File: config.mk
export PLATFORM = sky130hd
export DESIGN_NAME = pe_sequencer
export DESIGN_NICKNAME = d
export VERILOG_FILES = /design/src/rtl/pe_pkg.sv /design/src/rtl/pe_operand_buf.sv /design/src/rtl/pe_sequencer.sv
export SDC_FILE = /design/constraint.sdc
export NUM_CORES = 1
export LEC_CHECK = 0
export BUFFER_PORTS_ARGS = -buffer_cell sky130_fd_sc_hd__clkbuf_2
export CAP_MARGIN = 10
export CORE_MARGIN = 1.5
export CORE_UTILIZATION = 35
export CTS_BUF_LIST = sky130_fd_sc_hd__clkbuf_8
export CTS_CLUSTER_DIAMETER = 200
export DETAILED_ROUTE_END_ITERATION = 7
export PLACE_DENSITY = 0.53
export SLEW_MARGIN = 30
export SYNTH_ARGS = -nofsm -noshare
export SYNTH_HDL_FRONTEND = slang
export SYNTH_SLANG_ARGS = --single-unit
File: constraint.sdc
create_clock -name i_clock -period 3.1 [get_ports i_clock]
set_clock_uncertainty 0.1 [all_clocks]
set_input_delay 0.31 -clock i_clock [delete_from_list [all_inputs] [get_ports i_clock]]
set_output_delay 0.31 -clock i_clock [all_outputs]
set_load 0.01 [all_outputs]
File: src/rtl/pe_pkg.sv
// rtl/pe_pkg.sv - shared widths, state encoding and length check for the PE sequencer
package pe_pkg;

  localparam int PE_BW = 8;
  localparam int PE_RW = 2 * PE_BW;

  typedef enum logic [2:0] {
    IDLE,
    CLEAR,
    STREAM,
    CAPTURE,
    HOLD
  } seq_state_e;

  function automatic logic len_legal(input int len, input int depth);
    return (len >= 1) && (len <= depth);
  endfunction

endpackage

File: src/rtl/pe_operand_buf.sv
// rtl/pe_operand_buf.sv - operand register file, one sync write port, one async read port
module pe_operand_buf #(
  parameter int W     = 16,
  parameter int DEPTH = 16,
  parameter int AW    = $clog2(DEPTH)
) (
  input  logic          i_clock,
  input  logic          i_wr_en,
  input  logic [AW-1:0] i_wr_addr,
  input  logic [W-1:0]  i_wr_data,
  input  logic [AW-1:0] i_rd_addr,
  output logic [W-1:0]  o_rd_data
);

  // Contents are deliberately left unreset; users write before reading.
  logic [W-1:0] mem_q [DEPTH];

  always_ff @(posedge i_clock) begin
    if (i_wr_en) mem_q[i_wr_addr] <= i_wr_data;
  end

  assign o_rd_data = mem_q[i_rd_addr];

endmodule

File: src/rtl/pe_sequencer.sv
// rtl/pe_sequencer.sv - feeds buffered operand pairs into a PE and returns the dot product
module pe_sequencer
  import pe_pkg::*;
#(
  parameter int BW    = PE_BW,
  parameter int DEPTH = 16,
  parameter int AW    = $clog2(DEPTH)
) (
  input  logic            i_clock,
  input  logic            i_reset,
  input  logic            i_wr_en,
  input  logic [AW-1:0]   i_wr_addr,
  input  logic [BW-1:0]   i_wr_act,
  input  logic [BW-1:0]   i_wr_weight,
  input  logic            i_start_valid,
  output logic            o_start_ready,
  input  logic [AW:0]     i_len,
  output logic            o_pe_reset,
  output logic [BW-1:0]   o_activation,
  output logic [BW-1:0]   o_weight,
  input  logic [2*BW-1:0] i_pe_output,
  output logic            o_result_valid,
  input  logic            i_result_ready,
  output logic [2*BW-1:0] o_result,
  output logic            o_busy,
  output logic            o_error
);

  localparam int RW = 2 * BW;

  seq_state_e    state_q, state_d;
  logic [AW:0]   len_q, len_d;
  logic [AW:0]   idx_q, idx_d;
  logic          pe_reset_q, pe_reset_d;
  logic [BW-1:0] act_q, act_d;
  logic [BW-1:0] wt_q, wt_d;
  logic [RW-1:0] result_q, result_d;
  logic          valid_q, valid_d;
  logic          start_ready_q, start_ready_d;
  logic          busy_q, busy_d;
  logic          error_q, error_d;
  logic [RW-1:0] rd_data;

  pe_operand_buf #(.W(RW), .DEPTH(DEPTH), .AW(AW)) u_buf (
    .i_clock   (i_clock),
    .i_wr_en   (i_wr_en && !busy_q),
    .i_wr_addr (i_wr_addr),
    .i_wr_data ({i_wr_act, i_wr_weight}),
    .i_rd_addr (idx_q[AW-1:0]),
    .o_rd_data (rd_data)
  );

  // idx_q is the entry to present next; it runs one ahead of the pair on the PE port.
  always_comb begin
    state_d    = state_q;
    len_d      = len_q;
    idx_d      = idx_q;
    pe_reset_d = 1'b0;
    act_d      = '0;
    wt_d       = '0;
    result_d   = result_q;
    valid_d    = valid_q;
    error_d    = 1'b0;
    case (state_q)
      IDLE: begin
        if (i_start_valid && start_ready_q) begin
          if (len_legal(32'(i_len), DEPTH)) begin
            state_d    = CLEAR;
            len_d      = i_len;
            idx_d      = '0;
            pe_reset_d = 1'b1;
          end else begin
            error_d = 1'b1;
          end
        end
      end
      CLEAR: begin
        state_d = STREAM;
        act_d   = rd_data[RW-1:BW];
        wt_d    = rd_data[BW-1:0];
        idx_d   = idx_q + 1'b1;
      end
      STREAM: begin
        if (idx_q == len_q) begin
          state_d = CAPTURE;
        end else begin
          act_d = rd_data[RW-1:BW];
          wt_d  = rd_data[BW-1:0];
          idx_d = idx_q + 1'b1;
        end
      end
      CAPTURE: begin
        result_d = i_pe_output;
        valid_d  = 1'b1;
        state_d  = HOLD;
      end
      HOLD: begin
        if (i_result_ready) begin
          valid_d = 1'b0;
          state_d = IDLE;
        end
      end
      default: state_d = IDLE;
    endcase
    busy_d        = (state_d != IDLE);
    start_ready_d = (state_d == IDLE);
  end

  always_ff @(posedge i_clock) begin
    if (i_reset) begin
      state_q       <= IDLE;
      len_q         <= '0;
      idx_q         <= '0;
      pe_reset_q    <= 1'b1;
      act_q         <= '0;
      wt_q          <= '0;
      result_q      <= '0;
      valid_q       <= 1'b0;
      start_ready_q <= 1'b1;
      busy_q        <= 1'b0;
      error_q       <= 1'b0;
    end else begin
      state_q       <= state_d;
      len_q         <= len_d;
      idx_q         <= idx_d;
      pe_reset_q    <= pe_reset_d;
      act_q         <= act_d;
      wt_q          <= wt_d;
      result_q      <= result_d;
      valid_q       <= valid_d;
      start_ready_q <= start_ready_d;
      busy_q        <= busy_d;
      error_q       <= error_d;
    end
  end

  assign o_start_ready  = start_ready_q;
  assign o_pe_reset     = pe_reset_q;
  assign o_activation   = act_q;
  assign o_weight       = wt_q;
  assign o_result       = result_q;
  assign o_result_valid = valid_q;
  assign o_busy         = busy_q;
  assign o_error        = error_q;

endmodule

After elaboration in Yosys (flattened, before gate mapping)
Memories as Yosys holds them, arrays and structs flattened. A register that Yosys moved wholly into a read port is not among the register bits.
Index checks and enable logic that the tools add are counted.
{"block": "word_totals", "regBits": 50, "ramBits": 256, "mem_count": 1, "output_inout_bits": 37}
{"name": "u_buf.mem_q", "words": 16, "word_bits": 16, "read_ports": 1, "rd_clocked_by_memory_dff": 1, "wr": 1, "line_no": "pe_operand_buf.sv:16", "text": "logic [W-1:0] mem_q [DEPTH];"}
{"block": "op_classes", "order_cmp": 2, "eq_ne": 9, "n_addsub": 1, "n_bitwise": 2, "muxes": 23, "n_reduce_logical": 13}
{"op": "case mux 8 bit (2 select lines)", "n": 2}
{"op": "two-way mux 8 bit", "n": 2}
{"op": "two-way mux 5 bit", "n": 3}
{"op": "case mux 3 bit (5 select lines)", "n": 1}
{"op": "case mux 5 bit (3 select lines)", "n": 1}
{"op": "two-way mux 3 bit", "n": 4}
{"op": "two-way mux 4 bit", "n": 2}
{"op": "!= test 2 bit (second input constant)", "n": 4}
{"op": "two-way mux 1 bit", "n": 7}
{"op": "== test 3 x 2 -> 1 bit (second input constant)", "n": 2}
{"op": "logical NOT 3 bit", "n": 2}
{"op": "nonzero test 3 bit", "n": 2}
{"op": "adder 5 x 1 -> 5 bit (second input constant)", "n": 1}
{"op": "== test 5 bit", "n": 1}
{"op": ">= comparator 5 x 1 -> 1 bit (second input constant)", "n": 1}
{"op": "<= comparator 5 bit (second input constant)", "n": 1}
{"op": "AND reduction 4 bit", "n": 1}
{"op": "== test 3 x 1 -> 1 bit (second input constant)", "n": 1}
{"op": "== test 3 bit (second input constant)", "n": 1}
{"op": "logical AND 1 bit", "n": 3}
{"op": "AND reduction 3 bit", "n": 1}
{"op": "OR reduction 3 bit", "n": 1}
{"op": "inverter 1 bit", "n": 2}
{"op": "case mux 1 bit (2 select lines)", "n": 1}
{"op": "other kinds (3)", "n": 3}

Logic depth before layout (Yosys ltp)
{"block": "depth", "depth_word": 7, "mapped_depth": 7, "mapped_depth_nobuf": 6}

Hierarchy
Synthesis repeated with hierarchy kept, for this count alone.
{"block": "unflattened", "cells_unflattened": 603, "hier_area_um2": 11554.8}
{"module": "pe_operand_buf", "area_each_um2": 9721.8, "n_inst": 1, "cells_each": 416, "seq_area_each_um2": 7687.4}
{"module": "pe_sequencer", "area_each_um2": 1833.0, "n_inst": 1, "cells_each": 187, "seq_area_each_um2": 1001.0}

Worst setup path before layout
Ideal clock, no wire load.
{"block": "synth_path", "path_kind": "reg-to-reg", "start": "register busy_q (netlist: o_busy)", "end": "memory u_buf.mem_q[4][0] (enable)", "arrival_time_ps": 2112, "stages_incl_launch_ff": 4, "setup_ps": 409, "period_less_slack_ps": 2622, "slack_ps": 478, "cell_sequence": "dfxtp_1 > nand2b_1 > or3b_2 > nor3_1"}
{"block": "synth_between", "elab_chain_cells": 4}
{"element": "from (decl)", "line_no": "pe_sequencer.sv:40", "text": "logic busy_q, busy_d;"}
{"element": "from (signal assigned)", "line_no": "pe_sequencer.sv:132", "text": "busy_q <= busy_d;"}
{"element": "logical NOT 1 bit", "line_no": "pe_sequencer.sv:46", "text": ".i_wr_en (i_wr_en && !busy_q),"}
{"element": "logical AND 1 bit", "line_no": "pe_sequencer.sv:46"}
{"element": "two-way mux 1 bit", "line_no": "pe_operand_buf.sv:19", "text": "if (i_wr_en) mem_q[i_wr_addr] <= i_wr_data;"}
{"element": "two-way mux 1 bit (not written as such)", "line_no": "pe_operand_buf.sv:19"}
{"element": "to (decl)", "line_no": "pe_operand_buf.sv:16"}
Every way passes these cells.

Worst setup path in the final report
{"block": "layout_path", "start": "register busy_q (netlist: o_busy)", "end": "memory u_buf.mem_q[7][13] (enable)"}
The elaborated chain is that of the path after synthesis.

==> impl_metrics.json <==
{
  "regArea_sq_um": 8780,
  "routed_via_density": 4.87,
  "nets": 820,
  "cts_buffer_depth": 3,
  "antenna_found_initial": 0,
  "grt_usage": 0.153,
  "cts_sinks": 310,
  "overflow": 0,
  "fin_setup_tns_ns": 0,
  "fin_crit_ns": 2.21,
  "numPortBuffers": 82,
  "fin_crit_sh": 0.713,
  "cts_root_buf": "clkbuf_8",
  "antenna_left": 0,
  "seq_area_frac_synth": 0.749,
  "drc": 0,
  "path_class": "reg -> reg",
  "syn2layout_area_growth_pct": 19.4,
  "synthMuxAreaShare": 0.142,
  "dp_slack_ns": 0.866,
  "multi_input_area_sq_um": 2760,
  "start_util": 0.358,
  "die_area_sq_um": 34600,
  "hold_viol": 0,
  "h-tree-depth": 2,
  "relSlewSlack": 0.544,
  "syn_avg_cell_area_sq_um": 19.0,
  "clk-insertion-delay-late_ns": 0.58,
  "status": "completed",
  "synth.area.top_cells": "edfxtp_1, mux4_2, dfxtp_1",
  "grt_pass1_wl_mm": 38.3,
  "tightest_slew_ns": 0.684,
  "drt_iter0_drc": 296,
  "synth_xor_xnor_area_share": 0.00524,
  "hold_class": "in -> reg",
  "die_x_um": 186,
  "finalMaxSlewViolations": 0,
  "async_reset_ff_frac": 0,
  "syn_inst": 617,
  "synth_area_sq_um": 11700,
  "post_cts_buffers": 0,
  "numCtsBuffers": 51,
  "dp_hpwl_mm": 16.1,
  "rsz0062_at_grt": "false",
  "yosys-top-cells-count": "edfxtp_1, mux4_2, dfxtp_1",
  "setup_slack_ns": 0.888,
  "yosys_warnings": 0,
  "fillers": 2913,
  "wl_per_cell_um": 20.5,
  "synthAdderAreaFrac": 0.00107,
  "p_leak_nw": 4.67,
  "setup.worst_path.start_class": "flop",
  "fp-row-count": 66,
  "syn_nets": 664,
  "fmax_mhz": 452,
  "synth_edf_count": 256,
  "power_density_nw_per_um2": 604,
  "die_y_um": 186,
  "ys_types": 41,
  "setup_violations": 0,
  "holdWs_ns": 0.0397,
  "ys_ff_latch": 310,
  "synth-simple-area-share": 0.0437,
  "max-cap-violations": 0,
  "num_vias": 6107,
  "endpoint_kind": "flop",
  "finalPower_mw": 8.44,
  "path_clk_slew_ns": 0.06,
  "n_antenna_cell": 0,
  "core_sq_um": 32700,
  "gp_congestion": 0.747,
  "synth_compound_area_frac": 0.0390,
  "dr.pass1.iters": 4,
  "grt_pass1_vias": 6480,
  "critPathArrivalTime_ns": 2.38,
  "grt_max_degree": 37,
  "synth_top_family_by_area": "multiplexers",
  "vdd_ir_drop_max_mv": 0.322,
  "yosys_most_used_dff": "edfxtp_1",
  "crit_required_ns": 3.27,
  "fin_util": 0.427,
  "drive_gt1_frac": 0.326,
  "io_pins": 83,
  "synth.most_common_cell": "edfxtp_1",
  "routed_wl_mm": 25.7,
  "netlist.area_leader.share": 0.657,
  "cts_tree": "built",
  "post-synth-top-area-cell": "edfxtp_1",
  "critical_path_peak_fanout": 9,
  "cts_resized": 0
}
[metrics by stage]
stage | std cells | area [sq um]
6_report | 1254 | 14000
5_1_grt | 1254 | 14000
4_1_cts | 1254 | 14000
3_5_place_dp | 1137 | 12800
3_3_place_gp | 1137 | 12800
2_1_floorplan | 617 | 11700
[cell type report]
class                   instances  share of cell area
clock buffers                  54              0.0532
clock inverters                38              0.0137
inverters                       6             0.00161
multi-input cells             268               0.198
flip-flops and latches        310               0.628
well taps                     442              0.0396
repair buffers                136              0.0664
[layer usage]
| metal | vias up | global-route usage | share of wire |
|---|---|---|---|
| met5 | - | 0 | 0 |
| met4 | 0 | 0.0490 | 0.018 |
| met3 | 47 | 0.0290 | 0.052 |
| met2 | 151 | 0.266 | 0.50 |
| met1 | 3118 | 0.192 | 0.43 |
| li1 | 2791 | - | - |
[cell families (layout without fill, tap and decap cells)]
group	after synthesis	in the layout
simple gates	107	107
buf+inv	39	234
fa+ha+maj	1	1
xor+xnor	7	7
mux	86	86
compound gates	67	67
flops	310	310
[sequential cells by signal, summed over array words and instances (netlist names), named ones only]
| name | count |
|---|---|
| u_buf.mem_q | 256 |
| o_result | 16 |
| o_activation | 8 |
| o_weight | 8 |
| idx_q | 5 |
| len_q | 5 |
| state_q | 3 |
| o_busy | 1 |
| o_error | 1 |
| o_pe_reset | 1 |
| o_result_valid | 1 |
| o_start_ready | 1 |
[where the power goes]
part / internal, mW / total (mW) / switching (mW)
logic: 0.265 / 0.550 / 0.286
clock network: 1.70 / 3.26 / 1.56
registers: 4.58 / 4.63 / 0.0474
[worst max-delay path: stages (launching register included)]
cell      delay [ns]
dfxtp_1         0.33
nand2b_1        0.17
or3b_2          0.54
nor2_2          0.46
buf_4           0.31
[what timing repair did]
action	CTS	global route
hold buffers	25	0
endpoints found under the setup margin	0	0
hold endpoints to repair	40	0
[final timing paths]
check / startpoint / to / slack, ns / depth (start not counted)
max reg2reg: o_busy$_SDFF_PP0_ / u_buf.mem_q[7][13]$_DFFE_PP_ / 0.89 / 4
min reg2reg: o_result[6]$_SDFFE_PP0P_ / o_result[6]$_SDFFE_PP0P_ / 0.36 / 2
max: o_busy$_SDFF_PP0_ / u_buf.mem_q[7][13]$_DFFE_PP_ / 0.89 / 4
min: i_wr_act[3] / u_buf.mem_q[14][11]$_DFFE_PP_ / 0.04 / 1
[placed cells by master, fill, tap and decap left out, types with 18 or more instances in the layout]
cell and n:
dlygate4sd3_1 25, dfxtp_1 50, nand2_1 41, a211oi_1 32, edfxtp_1 256, mux4_2 64, inv_1 28, a21oi_1 18
clkbuf_2 82, mux2i_1 21, clkbuf_8 54, buf_4 25
Power figures use the tool's default switching activity.
